### src/rtl/led_data_feeder.sv
// Pixel-pair packer, 4-deep word FIFO and DAI/DEN serialiser feeding the
// LED controller's DCK serial-load port (32 bits per word, gap separated).
module led_data_feeder #(
    parameter int unsigned WORD_GAP  = 1,
    parameter int unsigned FRAME_GAP = 4
) (
    input  logic       DCK,
    input  logic       rst_n,
    input  logic [7:0] pix_data,
    input  logic       pix_valid,
    input  logic       pix_sof,
    output logic       pix_ready,
    output logic       DAI,
    output logic       DEN,
    output logic       frame_done,
    output logic       sof_err
);

    localparam int unsigned PIX_W      = 8;
    localparam int unsigned WORD_W     = 2 * PIX_W;
    localparam int unsigned FIFO_DEPTH = 4;
    localparam int unsigned PTR_W      = 2;
    localparam int unsigned CNT_W      = 3;
    localparam int unsigned IDX_W      = 9;
    localparam int unsigned BIT_W      = 5;
    localparam int unsigned GAP_W      = 4;
    localparam int unsigned WCNT_W     = 8;

    localparam logic [BIT_W-1:0]  LAST_BIT  = BIT_W'(31);
    localparam logic [WCNT_W-1:0] LAST_WORD = WCNT_W'(255);
    localparam logic [CNT_W-1:0]  FULL_CNT  = CNT_W'(FIFO_DEPTH);

    typedef enum logic [1:0] {
        ST_IDLE = 2'd0,
        ST_SEND = 2'd1,
        ST_GAP  = 2'd2
    } state_e;

    state_e              state_q, state_d;
    logic [IDX_W-1:0]    pix_idx_q, pix_idx_d;
    logic [PIX_W-1:0]    pack_lo_q, pack_lo_d;
    logic [WORD_W-1:0]   fifo_mem_q [FIFO_DEPTH];
    logic [PTR_W-1:0]    wr_ptr_q, wr_ptr_d;
    logic [PTR_W-1:0]    rd_ptr_q, rd_ptr_d;
    logic [CNT_W-1:0]    count_q, count_d;
    logic [WORD_W-1:0]   shift_word_q, shift_word_d;
    logic [BIT_W-1:0]    bit_cnt_q, bit_cnt_d;
    logic [GAP_W-1:0]    gap_cnt_q, gap_cnt_d;
    logic [WCNT_W-1:0]   word_cnt_q, word_cnt_d;
    logic                pix_ready_q, pix_ready_d;
    logic                dai_q, dai_d;
    logic                den_q, den_d;
    logic                frame_done_q, frame_done_d;
    logic                sof_err_q, sof_err_d;

    logic                accept;
    logic                push;
    logic                pop;
    logic [WORD_W-1:0]   push_word;
    logic [WORD_W-1:0]   fifo_head;
    logic [BIT_W-1:0]    next_bit;

    assign pix_ready  = pix_ready_q;
    assign DAI        = dai_q;
    assign DEN        = den_q;
    assign frame_done = frame_done_q;
    assign sof_err    = sof_err_q;

    // Bit k of a word: bytes are repeated, so k[3] is ignored and k[4] picks the byte.
    function automatic logic serial_bit(input logic [WORD_W-1:0] word,
                                        input logic [BIT_W-1:0]  k);
        logic [3:0] sel;
        sel = {k[4], k[2:0]};
        return word[sel];
    endfunction

    assign accept    = pix_valid && pix_ready_q;
    assign push      = accept && pix_idx_q[0];
    assign pop       = (state_q == ST_IDLE) && (count_q != '0);
    assign push_word = {pix_data, pack_lo_q};
    assign fifo_head = fifo_mem_q[rd_ptr_q];
    assign next_bit  = bit_cnt_q + BIT_W'(1);

    // Input side: packing, FIFO pointers/count, sof checking.
    always_comb begin
        pix_idx_d   = pix_idx_q;
        pack_lo_d   = pack_lo_q;
        wr_ptr_d    = wr_ptr_q;
        rd_ptr_d    = rd_ptr_q;
        count_d     = count_q;
        sof_err_d   = sof_err_q;

        if (accept) begin
            pix_idx_d = pix_idx_q + IDX_W'(1);
            if (!pix_idx_q[0]) begin
                pack_lo_d = pix_data;
            end
            if (pix_sof && (pix_idx_q != '0)) begin
                sof_err_d = 1'b1;
            end
        end

        if (push) begin
            wr_ptr_d = wr_ptr_q + PTR_W'(1);
        end
        if (pop) begin
            rd_ptr_d = rd_ptr_q + PTR_W'(1);
        end

        case ({push, pop})
            2'b10:   count_d = count_q + CNT_W'(1);
            2'b01:   count_d = count_q - CNT_W'(1);
            default: count_d = count_q;
        endcase

        pix_ready_d = (count_d != FULL_CNT);
    end

    // Serialiser next-state and registered DAI/DEN/frame_done.
    always_comb begin
        state_d      = state_q;
        shift_word_d = shift_word_q;
        bit_cnt_d    = bit_cnt_q;
        gap_cnt_d    = gap_cnt_q;
        word_cnt_d   = word_cnt_q;
        dai_d        = 1'b0;
        den_d        = 1'b0;
        frame_done_d = 1'b0;

        case (state_q)
            ST_IDLE: begin
                if (count_q != '0) begin
                    shift_word_d = fifo_head;
                    bit_cnt_d    = '0;
                    dai_d        = fifo_head[0];
                    den_d        = 1'b1;
                    state_d      = ST_SEND;
                end
            end
            ST_SEND: begin
                if (bit_cnt_q == LAST_BIT) begin
                    gap_cnt_d    = (word_cnt_q == LAST_WORD) ? GAP_W'(FRAME_GAP)
                                                             : GAP_W'(WORD_GAP);
                    frame_done_d = (word_cnt_q == LAST_WORD);
                    word_cnt_d   = word_cnt_q + WCNT_W'(1);
                    state_d      = ST_GAP;
                end else begin
                    bit_cnt_d = next_bit;
                    dai_d     = serial_bit(shift_word_q, next_bit);
                    den_d     = 1'b1;
                end
            end
            ST_GAP: begin
                if (gap_cnt_q <= GAP_W'(1)) begin
                    state_d = ST_IDLE;
                end else begin
                    gap_cnt_d = gap_cnt_q - GAP_W'(1);
                end
            end
            default: begin
                state_d = ST_IDLE;
            end
        endcase
    end

    // FIFO storage needs no reset; only entries below count are ever read.
    always_ff @(posedge DCK) begin
        if (push) begin
            fifo_mem_q[wr_ptr_q] <= push_word;
        end
    end

    always_ff @(posedge DCK or negedge rst_n) begin
        if (!rst_n) begin
            state_q      <= ST_IDLE;
            pix_idx_q    <= '0;
            pack_lo_q    <= '0;
            wr_ptr_q     <= '0;
            rd_ptr_q     <= '0;
            count_q      <= '0;
            shift_word_q <= '0;
            bit_cnt_q    <= '0;
            gap_cnt_q    <= '0;
            word_cnt_q   <= '0;
            pix_ready_q  <= 1'b1;
            dai_q        <= 1'b0;
            den_q        <= 1'b0;
            frame_done_q <= 1'b0;
            sof_err_q    <= 1'b0;
        end else begin
            state_q      <= state_d;
            pix_idx_q    <= pix_idx_d;
            pack_lo_q    <= pack_lo_d;
            wr_ptr_q     <= wr_ptr_d;
            rd_ptr_q     <= rd_ptr_d;
            count_q      <= count_d;
            shift_word_q <= shift_word_d;
            bit_cnt_q    <= bit_cnt_d;
            gap_cnt_q    <= gap_cnt_d;
            word_cnt_q   <= word_cnt_d;
            pix_ready_q  <= pix_ready_d;
            dai_q        <= dai_d;
            den_q        <= den_d;
            frame_done_q <= frame_done_d;
            sof_err_q    <= sof_err_d;
        end
    end

endmodule
### config.mk
export PLATFORM = sky130hd
export DESIGN_NAME = led_data_feeder
export DESIGN_NICKNAME = d
export VERILOG_FILES = /design/src/rtl/led_data_feeder.sv
export SDC_FILE = /design/constraint.sdc
export NUM_CORES = 1
export LEC_CHECK = 0
export CORE_ASPECT_RATIO = 1.2
export CORE_MARGIN = 5
export CORE_UTILIZATION = 60
export DETAILED_ROUTE_END_ITERATION = 12
export PLACE_DENSITY = 0.83
export RECOVER_POWER = 25
export SYNTH_ARGS = -nofsm -noshare
export SYNTH_HDL_FRONTEND = slang
export SYNTH_SLANG_ARGS = --single-unit
### constraint.sdc
create_clock -name DCK -period 3.7 [get_ports DCK]
set_input_delay 0.37 -clock DCK [delete_from_list [all_inputs] [get_ports DCK]]
set_output_delay 0.37 -clock DCK [all_outputs]
set_load 0.03 [all_outputs]
==> flow_metrics.env, run 1 <==
export IMPL_area_growth_pct=16.3
export IMPL_worst_slew_pin_slew_ns=1.98
export IMPL_synthTopCellsByArea="edfxtp_1, dfrtp_1, mux4_2"
export IMPL_drt_iter0_markers=130
export IMPL_synthArstFlopShare_pct=50.0
export IMPL_synth_top_cell_by_area="edfxtp_1"
export IMPL_hold_viol_final=0
export IMPL_port_buffers=16
export IMPL_netlist_area_sq_um=5250
export IMPL_hpwl_um=5640
export IMPL_clk_latency_ns=0.51
export IMPL_critPathArrivalTime_ns=3.01
export IMPL_core_area_sq_um=8560
export IMPL_cts_sinks=128
export IMPL_grt_pass1_wl_um=15900
export IMPL_rows=37
export IMPL_violations="capacitance limit, slew limit"
export IMPL_synth_seq_cells=128
export IMPL_post_place_cells=476
export IMPL_drc=0
export IMPL_powerDensity_nw_per_um2=829
export IMPL_multi_input_area_sq_um=1600
export IMPL_dieArea_sq_um=10700
export IMPL_seq_area_frac_synth_pct=67.2
export IMPL_seq_area_sq_um=3520
export IMPL_vias=2863
export IMPL_final_area_sq_um=6100
export IMPL_final_layout_size_suffix_gt1_share_pct=16.3
export IMPL_dpl_cell_area_sq_um=5510
export IMPL_vdd_drop_max_mv=0.471
export IMPL_first_pass_iters=4
export IMPL_synth_distinct_cells=42
export IMPL_clockBufferDepth=2
export IMPL_grt_max_degree=36
export IMPL_syn_nets=377
export IMPL_synth_top_area_share_pct=36.6
export IMPL_n_antenna_cell=0
export IMPL_start_util_pct=61.3
export IMPL_ant_nets=0
export IMPL_cp_startpoint="state_q[0]"
export IMPL_cp_max_fo=18
export IMPL_hold_depth=1
export IMPL_grt_antenna_before_repair=0
export IMPL_slew_viol_final=36
export IMPL_clockRootBuffer="clkbuf_8"
export IMPL_totalNegativeSetupSlack_ns=0
export IMPL_r2r_end="pix_ready"
export IMPL_grt_pass1_vias=3151
export IMPL_clk_pin_slew_ns=0.06
export IMPL_regToRegSetupSlack_ns=1.13
export IMPL_worstPathRequired_ns=4.14
export IMPL_h_tree_depth=4
export IMPL_avgRoutedWirePerCell_um=18.3
export IMPL_die_x_um=95.4
export IMPL_vias_per_cell=5.62
export IMPL_outcome="complete, but fails checks"
export IMPL_grtUsageTotal_pct=20.2
export IMPL_syn_avg_cell_area_sq_um=14.9
export IMPL_final_period_utilization_pct=69.5
export IMPL_min_to="sof_err"
export IMPL_slew_headroom_pct=-32.2
export IMPL_die_h_um=112
export IMPL_start_kind="register"
export IMPL_instances_no_fill=509
export IMPL_end_kind="register"
export IMPL_r2r_start="state_q[0]"
export IMPL_cts_buffers=17
export IMPL_ios=17
export IMPL_routed_wl_um=9300
export IMPL_hold_path_startpoint="sof_err"
export IMPL_grt_overflow=0
export IMPL_cts_tree="yes"
export IMPL_r2r_cells=9
export IMPL_nets=404
export IMPL_synth_edf_count=64
export IMPL_fmax_mhz=389
export IMPL_synthFlopType="edfxtp_1"
export IMPL_place_gp_congestion=0.776
export IMPL_n_fill_cell=537
export IMPL_final_setup_skew_ns=0.00540
export IMPL_ys_warn_count=0
export IMPL_syn_instance_count=352
export IMPL_finalSetupViolCount=0
export IMPL_max_cap_violations=1
export IMPL_p_leak_nw=2.47
export IMPL_synth_common_cells="nand2_1, edfxtp_1, dfrtp_1"
export IMPL_fin_crit_ns=2.57
export IMPL_hp_class="register to register"
export IMPL_yosys_cell_count_top_type="nand2_1"
export IMPL_critPathKind="register to register"
export IMPL_rsz0062_at_grt="no"
export IMPL_cts_setup_buffers=0
==> through the flow <==
| stage | power (mW) | utilization, % | hold WS (ns) | worst slack (ns) |
|---|---|---|---|---|
| after CTS | 5.11 | 71.2 | 0.471 | 1.11 |
| final | 5.06 | 71.2 | 0.465 | 1.13 |
| after detailed placement | 3.45 | 64.4 | 0.456 | 1.14 |
| after global routing | 5.36 | 71.2 | 0.490 | 0.903 |
| after floorplan | 3.12 | - | 0.0744 | 1.15 |
| after global placement | 3.37 | 64.4 | 0.451 | 1.24 |
==> area by class of cell <==
class	count	share of cell area (%)
Tap cell	117	2.40
Sequential cell	128	57.8
Clock inverter	15	2.71
Timing Repair Buffer	20	3.06
Clock buffer	17	6.79
Inverter	16	0.984
Multi-Input combinational cell	196	26.3
==> state kept, by name (all words and copies together) (netlist names), 3 cells and up <==
name          flops
bit_cnt_q         5
count_q           3
fifo_mem_q       64
gap_cnt_q         4
pack_lo_q         8
pix_idx_q         9
shift_word_q     16
word_cnt_q        8
==> critical path, cell delays in order (launching register included) <==
cell and delay (ns):
dfrtp_1 0.49, or3_1 0.64, inv_1 0.17, ha_1 0.19, inv_1 0.06, fa_1 0.37, xor2_1 0.15, nor2_1 0.12
xor2_1 0.21, nand2_1 0.09
==> metal layers <==
| layer | vias up | global-route usage, % | routed length, um |
|---|---|---|---|
| li1 | 1326 | - | - |
| met1 | 1465 | 24.2 | 3730 |
| met2 | 61 | 34.2 | 5040 |
| met3 | 11 | 5.63 | 367 |
| met4 | 0 | 8.16 | 161 |
| met5 | - | 0 | 0 |
==> cell families (layout without fill, tap and decap cells) <==
family                     count (synthesis)  count (layout)  share of synthesized area (%)
xor gates and xnor gates                  22              22                           3.67
AOI/OAI and AO/OA                         16              16                           2.27
adders and majority gates                 13              13                           3.24
buffers and inverters                     28              68                           2.27
and+or+nand+nor                          114             114                           9.97
muxes                                     31              31                           11.4
DFF                                      128             128                           67.2
==> worst max-delay path by stage <==
| stage | to | slack, ns | cells past startpoint |
|---|---|---|---|
| floorplan | pix_ready | 1.15 | 12 |
| global placement | pix_ready | 1.24 | 9 |
| detailed placement | pix_ready | 1.14 | 9 |
| CTS | pix_ready | 1.11 | 9 |
| global route | pix_ready | 0.90 | 9 |
| finish | pix_ready | 1.13 | 9 |
==> where the power goes <==
part	total (mW)	internal (mW)	switching [mW]	leakage, nW
Clock	1.62	0.929	0.688	0.282
Combinational	1.20	0.619	0.582	0.833
Sequential	2.24	1.92	0.318	1.36
Total	5.06	3.47	1.59	2.47
==> layout by cell type (no fill, tap or decap), types with 2 or more instances in the layout <==
cell type,Yosys,layout
mux2_2,9,9
nand3b_1,2,2
edfxtp_1,64,64
mux4_2,17,17
clkbuf_16,0,16
clkdlybuf4s50_1,0,7
clkinvlp_4,0,2
o21ai_0,4,4
and3_1,6,6
or4_1,2,2
nor3_1,2,2
nand3_1,7,7
nor2_1,9,9
a21oi_1,2,2
nand2b_1,2,2
a21o_1,2,2
inv_1,16,16
inv_8,0,6
buf_4,0,3
xor2_1,5,5
dlygate4sd3_1,0,9
xnor2_1,17,17
and2_1,5,5
mux4_1,4,4
nand4_1,6,6
ha_1,12,12
dfrtp_1,63,63
inv_6,0,5
nand2_1,67,67
==> timing repair <==
| action | in CTS | in global routing |
|---|---|---|
| resized for setup | 0 | 0 |
| hold buffers | 1 | 0 |
| hold endpoints to repair | 33 | 0 |
Note: power is estimated with default switching activity, not from simulation.
==> run 2, diff against run 1 <==
CORE_UTILIZATION = 55   (was 60)
PLACE_DENSITY = 0.8   (was 0.83)
clock period = 2.15 ns   (was 3.7 ns; I/O delays follow)
==> flow_metrics.env, run 2 (same netlist as run 1, synthesis figures left out) <==
export IMPL_post_place_cells=497
export IMPL_regToRegSetupSlack_ns=0.12
export IMPL_dieArea_sq_um=11600
export IMPL_area_growth_pct=20.0
export IMPL_totalNegativeSetupSlack_ns=0
export IMPL_first_pass_iters=4
export IMPL_drc=0
export IMPL_wl_met1_um=3920
export IMPL_vias_per_cell=5.45
export IMPL_die_h_um=117
export IMPL_clockBufferDepth=2
export IMPL_port_buffers=16
export IMPL_slew_headroom_pct=14.3
export IMPL_clockRootBuffer="clkbuf_16"
export IMPL_final_setup_worst_slack_ns=0.119
export IMPL_vias=2897
export IMPL_r2r_end="pix_ready"
export IMPL_wl_met3_um=321
export IMPL_cts_tree="yes"
export IMPL_outcome="complete, no violations"
export IMPL_crit_path_top_delay_cell="dfrtp_1"
export IMPL_nets=421
export IMPL_critPathKind="register to register"
export IMPL_hold_viol_final=0
export IMPL_rsz0062_at_grt="no"
export IMPL_clk_pin_slew_ns=0.05
export IMPL_grt_overflow=0
export IMPL_cts_sinks=128
export IMPL_rows=39
export IMPL_drt_iter0_markers=181
export IMPL_max_stage_delay_ns=0.38
export IMPL_routed_wl_um=9520
export IMPL_final_period_utilization_pct=94.4
export IMPL_hp_class="input port to async pin"
export IMPL_pwr_share_comb_pct=26.8
export IMPL_place_gp_congestion=0.805
export IMPL_ios=17
export IMPL_crit_family="simple AND/OR/NAND/NOR gates"
export IMPL_n_antenna_cell=0
export IMPL_grt_pass1_vias=3131
export IMPL_finalSetupViolCount=0
export IMPL_slew_viol_final=0
export IMPL_largest_register_ffs=64
export IMPL_critPathArrivalTime_ns=2.36
export IMPL_grt_max_degree=40
export IMPL_die_x_um=99.2
export IMPL_final_layout_size_suffix_gt1_share_pct=19.8
export IMPL_met2_length_um=5170
export IMPL_p_int_mw=6.47
export IMPL_p_switching_mw=2.66
export IMPL_avgRoutedWirePerCell_um=17.9
export IMPL_mostFrequentLayoutCell="nand2_1"
export IMPL_worstPathRequired_ns=2.48
export IMPL_critPathBufInv=2
export IMPL_r2r_cells=10
export IMPL_layout_common_cells="nand2_1, edfxtp_1, dfrtp_1"
export IMPL_hpwl_um=5780
export IMPL_crit_chain="nor3_1, or3_1, inv_2, ha_4, inv_2, fa_2, xor2_1, nor2_1, xor2_1, nand2_1"
export IMPL_cts_buffers=17
export IMPL_final_setup_skew_ns=0.0105
export IMPL_fin_crit_ns=2.03
export IMPL_largest_register="fifo_mem_q"
export IMPL_start_kind="register"
export IMPL_grtUsageTotal_pct=18.5
export IMPL_core_area_sq_um=9420
export IMPL_powerDensity_nw_per_um2=1450
export IMPL_top_layer_used="met4"
export IMPL_clk_latency_ns=0.41
export IMPL_swShare_pct=29.1
export IMPL_grt_antenna_before_repair=0
export IMPL_max_cap_violations=0
export IMPL_grt_pass1_wl_um=16000
export IMPL_h_tree_depth=4
export IMPL_instances_no_fill=532
export IMPL_reg_top3="fifo_mem_q (64), shift_word_q (16), pix_idx_q (9)"
export IMPL_p_leak_nw=2.56
export IMPL_postLayoutCoreUtil_pct=66.8
export IMPL_cp_max_fo=3
export IMPL_end_kind="register"
export IMPL_power_share_clock_pct=32.6
export IMPL_fmax_mhz=492
export IMPL_ant_nets=0
export IMPL_r2r_start="count_q[0]"
export IMPL_start_util_pct=55.7
export IMPL_vdd_drop_max_mv=0.885
export IMPL_worst_slew_pin_slew_ns=1.29
export IMPL_p_seq_share_pct=40.6
export IMPL_place_ws_ns=0.0575
## run 2: cell types whose count changed in the layout (fill, tap and decap cells not counted), sizes merged
cell    before  now
bufinv       1    4
clkbuf      18   22
buf          3   19
clkinv       1    6
inv         27   16
## run 2: power groups by stage
stage               Sequential (mW)  Clock [mW]  Combinational [mW]
global placement               3.68           0                2.28
finish                         3.70        2.98                2.45
floorplan                      3.65           0                1.80
global route                   3.78        3.16                2.71
detailed placement             3.73           0                2.35
CTS                            3.70        3.03                2.45
## run 2: cell type report
type	instances	area, sq um
clock inverters	12	188
inverters	16	60.1
flip-flops and latches	128	3520
multi-input cells	196	1620
well taps	123	154
clock buffers	20	437
repair buffers	37	310
fillers	599	3120
## run 2: per-stage QoR
step                      total power, mW  hold slack, ns  cell area [sq um]
final                                9.13           0.144               6290
after global routing                 9.64           0.159               6290
after CTS                            9.18           0.140               6280
after detailed placement             6.08         0.00879               5650
after global placement               5.96         0.00828               5650
after floorplan                      5.45         -0.0806               5290
## run 2: routing by layer
layer | track usage, % | vias to the layer above
met2 | 32.6 | 61
li1 | - | 1359
met3 | 4.98 | 8
met1 | 22.1 | 1469
met4 | 6.28 | 0
met5 | 0 | -
## run 2: worst max path at each step
stage                 start      endpoint  slack, ns  cells past startpoint
3_3_place_gp      pix_valid     pix_ready       0.14                     10
4_1_cts        bit_cnt_q[1]  bit_cnt_q[2]       0.02                      7
3_5_place_dp   bit_cnt_q[0]  bit_cnt_q[2]       0.06                      7
5_1_grt          count_q[0]     pix_ready       0.03                     10
6_report         count_q[0]     pix_ready       0.12                     10
2_1_floorplan    state_q[1]     pix_ready      -0.11                     12
## run 2: what timing repair did
action,CTS,global route
hold buffers,1,0
endpoints found under the setup margin,0,1
endpoints found under the hold margin,63,0
resized for setup,0,2
buffers inserted,0,2
